## src/rtl/timer_reload_ctrl.sv

```systemverilog
`default_nettype none
// ============================================================================
// Module   : timer_reload_ctrl
// Purpose  : Prescaled one-shot/periodic controller for an external loadable
//            up-counter (IDLE -> ARM -> RUN).
// Revision : 1.0
// ============================================================================
module timer_reload_ctrl #(
    parameter int bit_width = 64,
    parameter int pre_width = 16
) (
    input  logic                 clk,
    input  logic                 rst,
    input  logic                 start,
    input  logic                 stop,
    input  logic                 mode,
    input  logic [pre_width-1:0] prescale,
    input  logic [bit_width-1:0] reload_val,
    input  logic [bit_width-1:0] term_val,
    input  logic [bit_width-1:0] cnt_in,
    output logic                 cnt_clk_en,
    output logic                 cnt_load_en,
    output logic [bit_width-1:0] cnt_dIN,
    output logic                 busy,
    output logic                 expired
);

    typedef enum logic [1:0] {
        IDLE = 2'd0,
        ARM  = 2'd1,
        RUN  = 2'd2
    } state_t;

    localparam logic [pre_width-1:0] c_pre_one = {{(pre_width-1){1'b0}}, 1'b1};

    state_t               r_state;
    state_t               w_next;
    logic                 r_mode;
    logic [pre_width-1:0] r_pre;
    logic [pre_width-1:0] r_presc;
    logic [bit_width-1:0] r_reload;
    logic [bit_width-1:0] r_term;
    logic                 r_expired;

    logic w_tick;
    logic w_terminal;
    logic w_accept;

    assign w_accept   = (r_state == IDLE) && start && !stop;
    assign w_tick     = (r_state == RUN) && (r_presc == r_pre);
    assign w_terminal = w_tick && (cnt_in == r_term);

    always_comb begin
        w_next      = r_state;
        cnt_clk_en  = 1'b0;
        cnt_load_en = 1'b0;
        case (r_state)
            IDLE: begin
                if (w_accept) w_next = ARM;
            end
            ARM: begin
                if (stop) begin
                    w_next = IDLE;
                end else begin
                    cnt_clk_en  = 1'b1;
                    cnt_load_en = 1'b1;
                    w_next      = RUN;
                end
            end
            RUN: begin
                if (stop) begin
                    w_next = IDLE;
                end else if (w_tick) begin
                    if (!w_terminal) begin
                        cnt_clk_en = 1'b1;
                    end else if (r_mode) begin
                        // Periodic: reload in the terminal cycle itself.
                        cnt_clk_en  = 1'b1;
                        cnt_load_en = 1'b1;
                    end else begin
                        w_next = IDLE;
                    end
                end
            end
            default: w_next = IDLE;
        endcase
        if (rst) begin
            cnt_clk_en  = 1'b0;
            cnt_load_en = 1'b0;
        end
    end

    always_ff @(posedge clk) begin
        if (rst) begin
            r_state   <= IDLE;
            r_mode    <= 1'b0;
            r_pre     <= '0;
            r_presc   <= '0;
            r_reload  <= '0;
            r_term    <= '0;
            r_expired <= 1'b0;
        end else begin
            r_state   <= w_next;
            r_expired <= w_terminal && !stop;
            if (w_accept) begin
                r_mode   <= mode;
                r_pre    <= prescale;
                r_reload <= reload_val;
                r_term   <= term_val;
            end
            if (r_state == RUN && !w_tick) begin
                r_presc <= r_presc + c_pre_one;
            end else begin
                r_presc <= '0;
            end
        end
    end

    assign cnt_dIN = r_reload;
    assign busy    = (r_state != IDLE);
    assign expired = r_expired;

endmodule
`default_nettype wire
```

## config.mk

```make
export PLATFORM = sky130hd
export DESIGN_NAME = timer_reload_ctrl
export DESIGN_NICKNAME = d
export VERILOG_FILES = /design/src/rtl/timer_reload_ctrl.sv
export SDC_FILE = /design/constraint.sdc
export NUM_CORES = 1
export LEC_CHECK = 0
export ABC_AREA = 0
export CORE_MARGIN = 10
export CORE_UTILIZATION = 45
export CTS_CLUSTER_DIAMETER = 200
export CTS_CLUSTER_SIZE = 16
export DETAILED_ROUTE_END_ITERATION = 16
export HOLD_SLACK_MARGIN = 0.02
export PLACE_DENSITY = 0.85
export SLEW_MARGIN = 20
export SYNTH_ARGS = -nofsm -noshare
export SYNTH_HDL_FRONTEND = slang
export SYNTH_SLANG_ARGS = --single-unit
```

## constraint.sdc

```tcl
create_clock -name clk -period 5.4 [get_ports clk]
set_input_delay 1.08 -clock clk [delete_from_list [all_inputs] [get_ports clk]]
set_output_delay 1.08 -clock clk [all_outputs]
set_load 0.02 [all_outputs]
```

==> out/qor.txt, run 1 <==
Yosys reg bits: 164
Critical path capture point type: output port
Leakage power: 0.00351 uW
CP Class: in -> out
Status: finished clean
Maximum capacitance violations: 0
Syn Nets: 1074
Max-slew headroom: 0.404
Worst-Skew Late Latency: 0.42 ns
Postcts setup bufs: 0
Crit path max-delay family: buffers and inverters
Setup slack at placement: 0.308 ns
Worst Path Required: 4.32 ns
Syn_area_per_cell: 7.84 um2
Vias: 6520
Root buffer cell: clkbuf_16
Critical Path Fanout Max: 4
RSZ-0062 raised after global routing: no
Total congestion overflow: 0
Crit path max-delay cell type: clkdlybuf4s50_1
Fillcell total: 1175
Initial Util: 0.460
Combinational share of power: 0.208
Worst Skew: 0.0118 ns
Synthesis-to-layout area growth: 52.7%
Syn. warnings: 0
DP HPWL: 16.5 mm
H-tree levels: 4
Die Area: 0.0202 mm2
EDFF count, synth: 0
Buffer levels on the longest clock path: 2
Die W: 142 um
Setup TNS: 0 ns
Worst Hold Launch: cnt_dIN[47]$_SDFFE_PP0P_
Worst hold slack: 0.452 ns
Vias in the first global route: 6528
Count of final setup violators: 0
Max Freq: 0.199 GHz
Placer Congestion: 0.879
Hold buffers post-CTS: 0
Routed wire per std cell: 16.8 um
Total power: 3320 uW
Hold path depth: 2
Netlist cell types: 30
Cells after Synth: 856
Overall global routing resource usage: 0.212
Sequential fraction of the synthesis area: 0.489
First-pass GRT wire length: 34.3 mm
DRC Markers: 0
Most frequent cells in the layout: nand2_1, clkdlybuf4s50_1, dfxtp_1
Async SR Flop Fraction: 0
DRT Wirelength: 22.0 mm
Die Ht: 142 um
Cell Int Power: 2410 uW
Num CTS Buffers: 17
Worst path bufs/invs: 3
PortBufs: 280
Hold Crit Class: reg -> reg
Commonest non-fill, non-tap cell in the layout: nand2_1
Reg2reg start: r_state[0]$_SDFFE_PP0P_
Final ANT Viol Nets: 0
Worst IR Drop VDD: 0.267 mV
Nets@finish: 1327
Worst-path cell chain: clkdlybuf4s50_1 -> xnor2_1 -> nand4_1 -> nor4_1 -> buf_4 -> nand4_1 -> or4_1 -> a21oi_1 -> clkdlybuf4s50_1
Std cell rows: 44
Cells on worst reg2reg path: 7
Largest stage delay, worst path: 0.64 ns
Syn Std Cell Area: 0.00671 mm2
Tmin final: 5.03 ns
Final Hold Viols: 0
I/O pins: 281
Reg power frac: 0.412
WHS Endpoint: cnt_dIN[47]$_SDFFE_PP0P_
CP arrival: 3.95 ns
Slew Viols, Final: 0
Largest net degree at the start of global routing: 85
Worst-Margin Slew: 0.894 ns
Pwr/cell area: 324 mW/mm2
Clock network power share: 0.380
Final period util: 0.931
Worst R2R End: cnt_dIN[43]$_SDFFE_PP0P_
Primary FF master, synth: dfxtp_1
Clock tree sinks: 164
CTS tree: yes
DR iter-0 viols: 321
Sw frac: 0.274
Via density: 4.98
CTS clk-pin slew, worst paths: 0.06 ns
Initial antenna violation count: 3
Startpoint types: input port
PnR worst setup slack: 0.371 ns
Placeable Area: 0.0146 mm2
Flop2flop setup slack: 2.76 ns
First-pass DRT Iterations: 5
PostCTS Resize Cnt: 0
Layout cells sized above 1: 0.0374
NetSw: 910 uW
registers in the layout, summed over array words and instances, names as in the netlist:
signal,flops
r_presc,16
cnt_dIN,64
r_pre,16
r_state,2
r_term,64
expired,1
r_mode,1
cell families (layout without fill, tap and decap cells):
kind of cell / count (synthesis) / count (layout) / share of synthesized area
compound gates: 157 / 157 / 0.121
buf+inv: 68 / 334 / 0.0380
xor+xnor: 87 / 87 / 0.113
other cells: 0 / 4 / 0
mux: 2 / 2 / 0.00298
flops: 164 / 164 / 0.489
simple gates: 373 / 373 / 0.227
fa+ha+maj: 5 / 5 / 0.00932
power groups by stage:
stage,logic (uW),clock network [uW],registers (uW)
3_3_place_gp,682,0,1390
3_5_place_dp,694,0,1390
2_1_floorplan,313,0,1430
5_1_grt,759,1330,1380
4_1_cts,698,1290,1370
6_report,691,1260,1370
area by class of cell:
| cell class | instances | area [um2] | share of cell area |
|---|---|---|---|
| sequential | 164 | 3280 | 0.320 |
| multi-input combinational | 624 | 3190 | 0.311 |
| timing repair buffer | 286 | 2860 | 0.279 |
| clock buffer | 19 | 453 | 0.0442 |
| tap | 184 | 230 | 0.0225 |
| clock inverter | 13 | 171 | 0.0167 |
| inverter | 16 | 60.1 | 0.00586 |
| antenna | 4 | 10.0 | 0.000976 |
layer usage:
metal | wire (um) | vias to the layer above | global-route usage
li1 | - | 3284 | -
met1 | 8430 | 2988 | 0.234
met2 | 10900 | 221 | 0.358
met3 | 2220 | 27 | 0.0938
met4 | 451 | 0 | 0.0678
met5 | 0 | - | 0
how the worst max path moves through the flow:
| stage | cells past startpoint | endpoint | from | slack (ns) |
|---|---|---|---|---|
| 2_1_floorplan | 6 | cnt_load_en | cnt_in[14] | 1.47 |
| 3_3_place_gp | 9 | cnt_load_en | cnt_in[3] | 0.32 |
| 3_5_place_dp | 9 | cnt_load_en | cnt_in[3] | 0.31 |
| 4_1_cts | 9 | cnt_load_en | cnt_in[3] | 0.36 |
| 5_1_grt | 8 | cnt_load_en | cnt_in[14] | 0.19 |
| 6_report | 9 | cnt_load_en | cnt_in[19] | 0.37 |
worst register-to-register path: cells and delay by family, from the launching register on:
family          cells  cell delay [ns]
fa+ha+maj           1             0.21
compound gates      1             0.18
flops               1             0.37
buf+inv             3             0.98
simple gates        2             0.83
synth_stat cells, drive strengths merged, types with 2 or more instances:
master / instances / share of area
nor3: 3 / 0.0022
clkbuf: 49 / 0.027
or3: 4 / 0.0039
inv: 16 / 0.0089
buf: 3 / 0.0017
mux2i: 2 / 0.0030
o21ai: 3 / 0.0022
nor4: 5 / 0.0047
xor2: 9 / 0.012
nand2b: 6 / 0.0056
nor2: 24 / 0.013
nor2b: 2 / 0.0019
nand3: 6 / 0.0045
nand4: 20 / 0.019
a21oi: 147 / 0.11
xnor2: 78 / 0.10
nand2: 299 / 0.17
o22ai: 2 / 0.0019
dfxtp: 164 / 0.49
ha: 5 / 0.0093
per-stage QoR:
step / cell area [um2] / instances / utilization
detailed placement: 9620 / 1274 / 0.659
CTS: 10200 / 1306 / 0.702
finish: 10300 / 1310 / 0.703
global placement: 9620 / 1274 / 0.659
floorplan: 6710 / 856 / -
global route: 10200 / 1309 / 0.702
Power figures use the tool's default switching activity.
==> run 2: changes to the inputs <==
--- a/config.mk
+++ b/config.mk
@@ -6,6 +6,7 @@
 export NUM_CORES = 1
 export LEC_CHECK = 0
 export ABC_AREA = 0
+export CORE_ASPECT_RATIO = 1.2
 export CORE_MARGIN = 10
 export CORE_UTILIZATION = 45
 export CTS_CLUSTER_DIAMETER = 200
==> constraint.sdc (replaced) <==
create_clock -name clk -period 5.4 [get_ports clk]
set_input_delay 0.81 -clock clk [delete_from_list [all_inputs] [get_ports clk]]
set_output_delay 0.81 -clock clk [all_outputs]
set_load 0.02 [all_outputs]
==> out/qor.txt, run 2 (synthesized netlist as in run 1, its figures left out) <==
Flop2flop setup slack: 2.74 ns
Tmin final: 4.84 ns
DRC Markers: 0
Vias in the first global route: 6497
Most frequent cells in the layout: nand2_1, clkdlybuf4s50_1, dfxtp_1
Setup TNS: 0 ns
Maximum capacitance violations: 0
Max Freq: 0.207 GHz
CTS tree: yes
Vias: 6506
Clock network power share: 0.349
Final core utilization: 0.699
WHS Endpoint: cnt_dIN[32]$_SDFFE_PP0P_
Final period util: 0.896
Postcts setup bufs: 0
Overall global routing resource usage: 0.211
Status: finished clean
Startpoint types: input port
Cells on worst reg2reg path: 7
PortBufs: 280
Initial antenna violation count: 0
Commonest non-fill, non-tap cell in the layout: nand2_1
Die W: 132 um
Reg2reg start: r_state[0]$_SDFFE_PP0P_
Layout cells sized above 1: 0.0287
Die Area: 0.0202 mm2
Worst R2R End: r_term[10]$_SDFFE_PP0P_
Clock tree sinks: 164
Nets@finish: 1325
Die Ht: 154 um
Critical Path Fanout Max: 4
CP Class: in -> out
Combinational share of power: 0.219
Sw frac: 0.273
I/O pins: 281
Worst Path Required: 4.59 ns
Hold Crit Class: reg -> reg
Leakage power: 0.00346 uW
Hold path depth: 2
Worst-Margin Slew: 1.07 ns
Initial Util: 0.462
H-tree levels: 4
NetSw: 862 uW
Num CTS Buffers: 17
Root buffer cell: clkbuf_16
Fin cells: 1316
Worst hold slack: 0.451 ns
Reg power frac: 0.432
Routed wire per std cell: 16.9 um
Dpl cells: 1288
Synthesis-to-layout area growth: 51.3%
N_diodes: 0
CP arrival: 4.03 ns
Placeable Area: 0.0145 mm2
First-pass DRT Iterations: 5
Pwr/cell area: 311 mW/mm2
DR iter-0 viols: 320
Largest net degree at the start of global routing: 85
First-pass GRT wire length: 34.1 mm
Total congestion overflow: 0
Final Hold Viols: 0
PostCTS Resize Cnt: 0
Via density: 4.94
Critical path capture point type: output port
Final ANT Viol Nets: 0
Count of final setup violators: 0
Worst Hold Launch: cnt_dIN[32]$_SDFFE_PP0P_
Worst-Skew Late Latency: 0.42 ns
RSZ-0062 raised after global routing: no
DP HPWL: 16.7 mm
CTS clk-pin slew, worst paths: 0.06 ns
DRT Wirelength: 22.3 mm
Worst IR Drop VDD: 0.181 mV
Max-slew headroom: 0.285
Worst Skew: 0.00945 ns
Hold buffers post-CTS: 0
Buffer levels on the longest clock path: 2
Cell Int Power: 2300 uW
Std cell rows: 48
Slew Viols, Final: 0
Fillcell total: 1138
Placer Congestion: 0.840
[run 2: cell count changes in the layout (fill, tap and decap cells not counted), moves of 2 or more]
cell / previous run / this run
diode_2: 4 / 0
bufinv_16: 3 / 1
clkbuf_1: 0 / 4
buf_4: 6 / 3
clkinvlp_4: 4 / 2
inv_6: 3 / 0
[run 2: worst max-delay path by stage]
stage | end | startpoint | cells after the start | slack (ns)
after global routing | cnt_load_en | cnt_in[14] | 8 | 0.48
after global placement | cnt_load_en | cnt_in[14] | 8 | 0.66
after detailed placement | cnt_load_en | cnt_in[14] | 8 | 0.64
final | cnt_load_en | cnt_in[14] | 8 | 0.56
after floorplan | cnt_load_en | cnt_in[14] | 6 | 2.01
after CTS | cnt_load_en | cnt_in[14] | 8 | 0.54
[run 2: power groups by stage]
stage	registers (uW)	clock network [uW]	logic [uW]
after floorplan	1430	0	313
after global placement	1390	0	685
after detailed placement	1390	0	695
after CTS	1370	1120	699
after global routing	1380	1180	756
final	1370	1100	693
[run 2: routing by layer]
layer / up-vias / part of all wire / global-route usage
li1: 3262 / - / -
met1: 3017 / 0.38 / 0.219
met2: 190 / 0.52 / 0.378
met3: 37 / 0.069 / 0.0756
met4: 0 / 0.032 / 0.0897
met5: - / 0 / 0
[run 2: cell type report]
class,count,area (um2),share of cell area
clock buffer,23,468,0.0461
clock inverter,5,55.1,0.00542
inverter,16,60.1,0.00591
multi-input combinational,624,3190,0.314
sequential,164,3280,0.323
tap,200,250,0.0246
timing repair buffer,284,2860,0.281
[run 2: critical path: stages]
cell and delay, ns:
clkdlybuf4s50_1 0.43, nor2b_1 0.15, a2111o_1 0.38, nor4_1 0.54
nand4_1 0.34, or4_1 0.57, a21oi_1 0.17, clkdlybuf4s50_1 0.64
[run 2: through the flow]
stage | area, um2 | worst slack [ns] | power [uW]
2_1_floorplan | 6710 | 2.01 | 1740
3_3_place_gp | 9630 | 0.665 | 2070
3_5_place_dp | 9630 | 0.639 | 2090
4_1_cts | 10200 | 0.542 | 3180
5_1_grt | 10200 | 0.480 | 3310
6_report | 10200 | 0.563 | 3160
==> run 3: changes to the inputs <==
--- a/config.mk
+++ b/config.mk
@@ -10,7 +10,7 @@
 export CORE_MARGIN = 10
 export CORE_UTILIZATION = 45
 export CTS_CLUSTER_DIAMETER = 200
-export CTS_CLUSTER_SIZE = 16
+export CTS_CLUSTER_SIZE = 24
 export DETAILED_ROUTE_END_ITERATION = 16
 export HOLD_SLACK_MARGIN = 0.02
 export PLACE_DENSITY = 0.85
==> results of run 3 <==
Same layout as run 2: the final DEF is identical, and so are final timing and power.
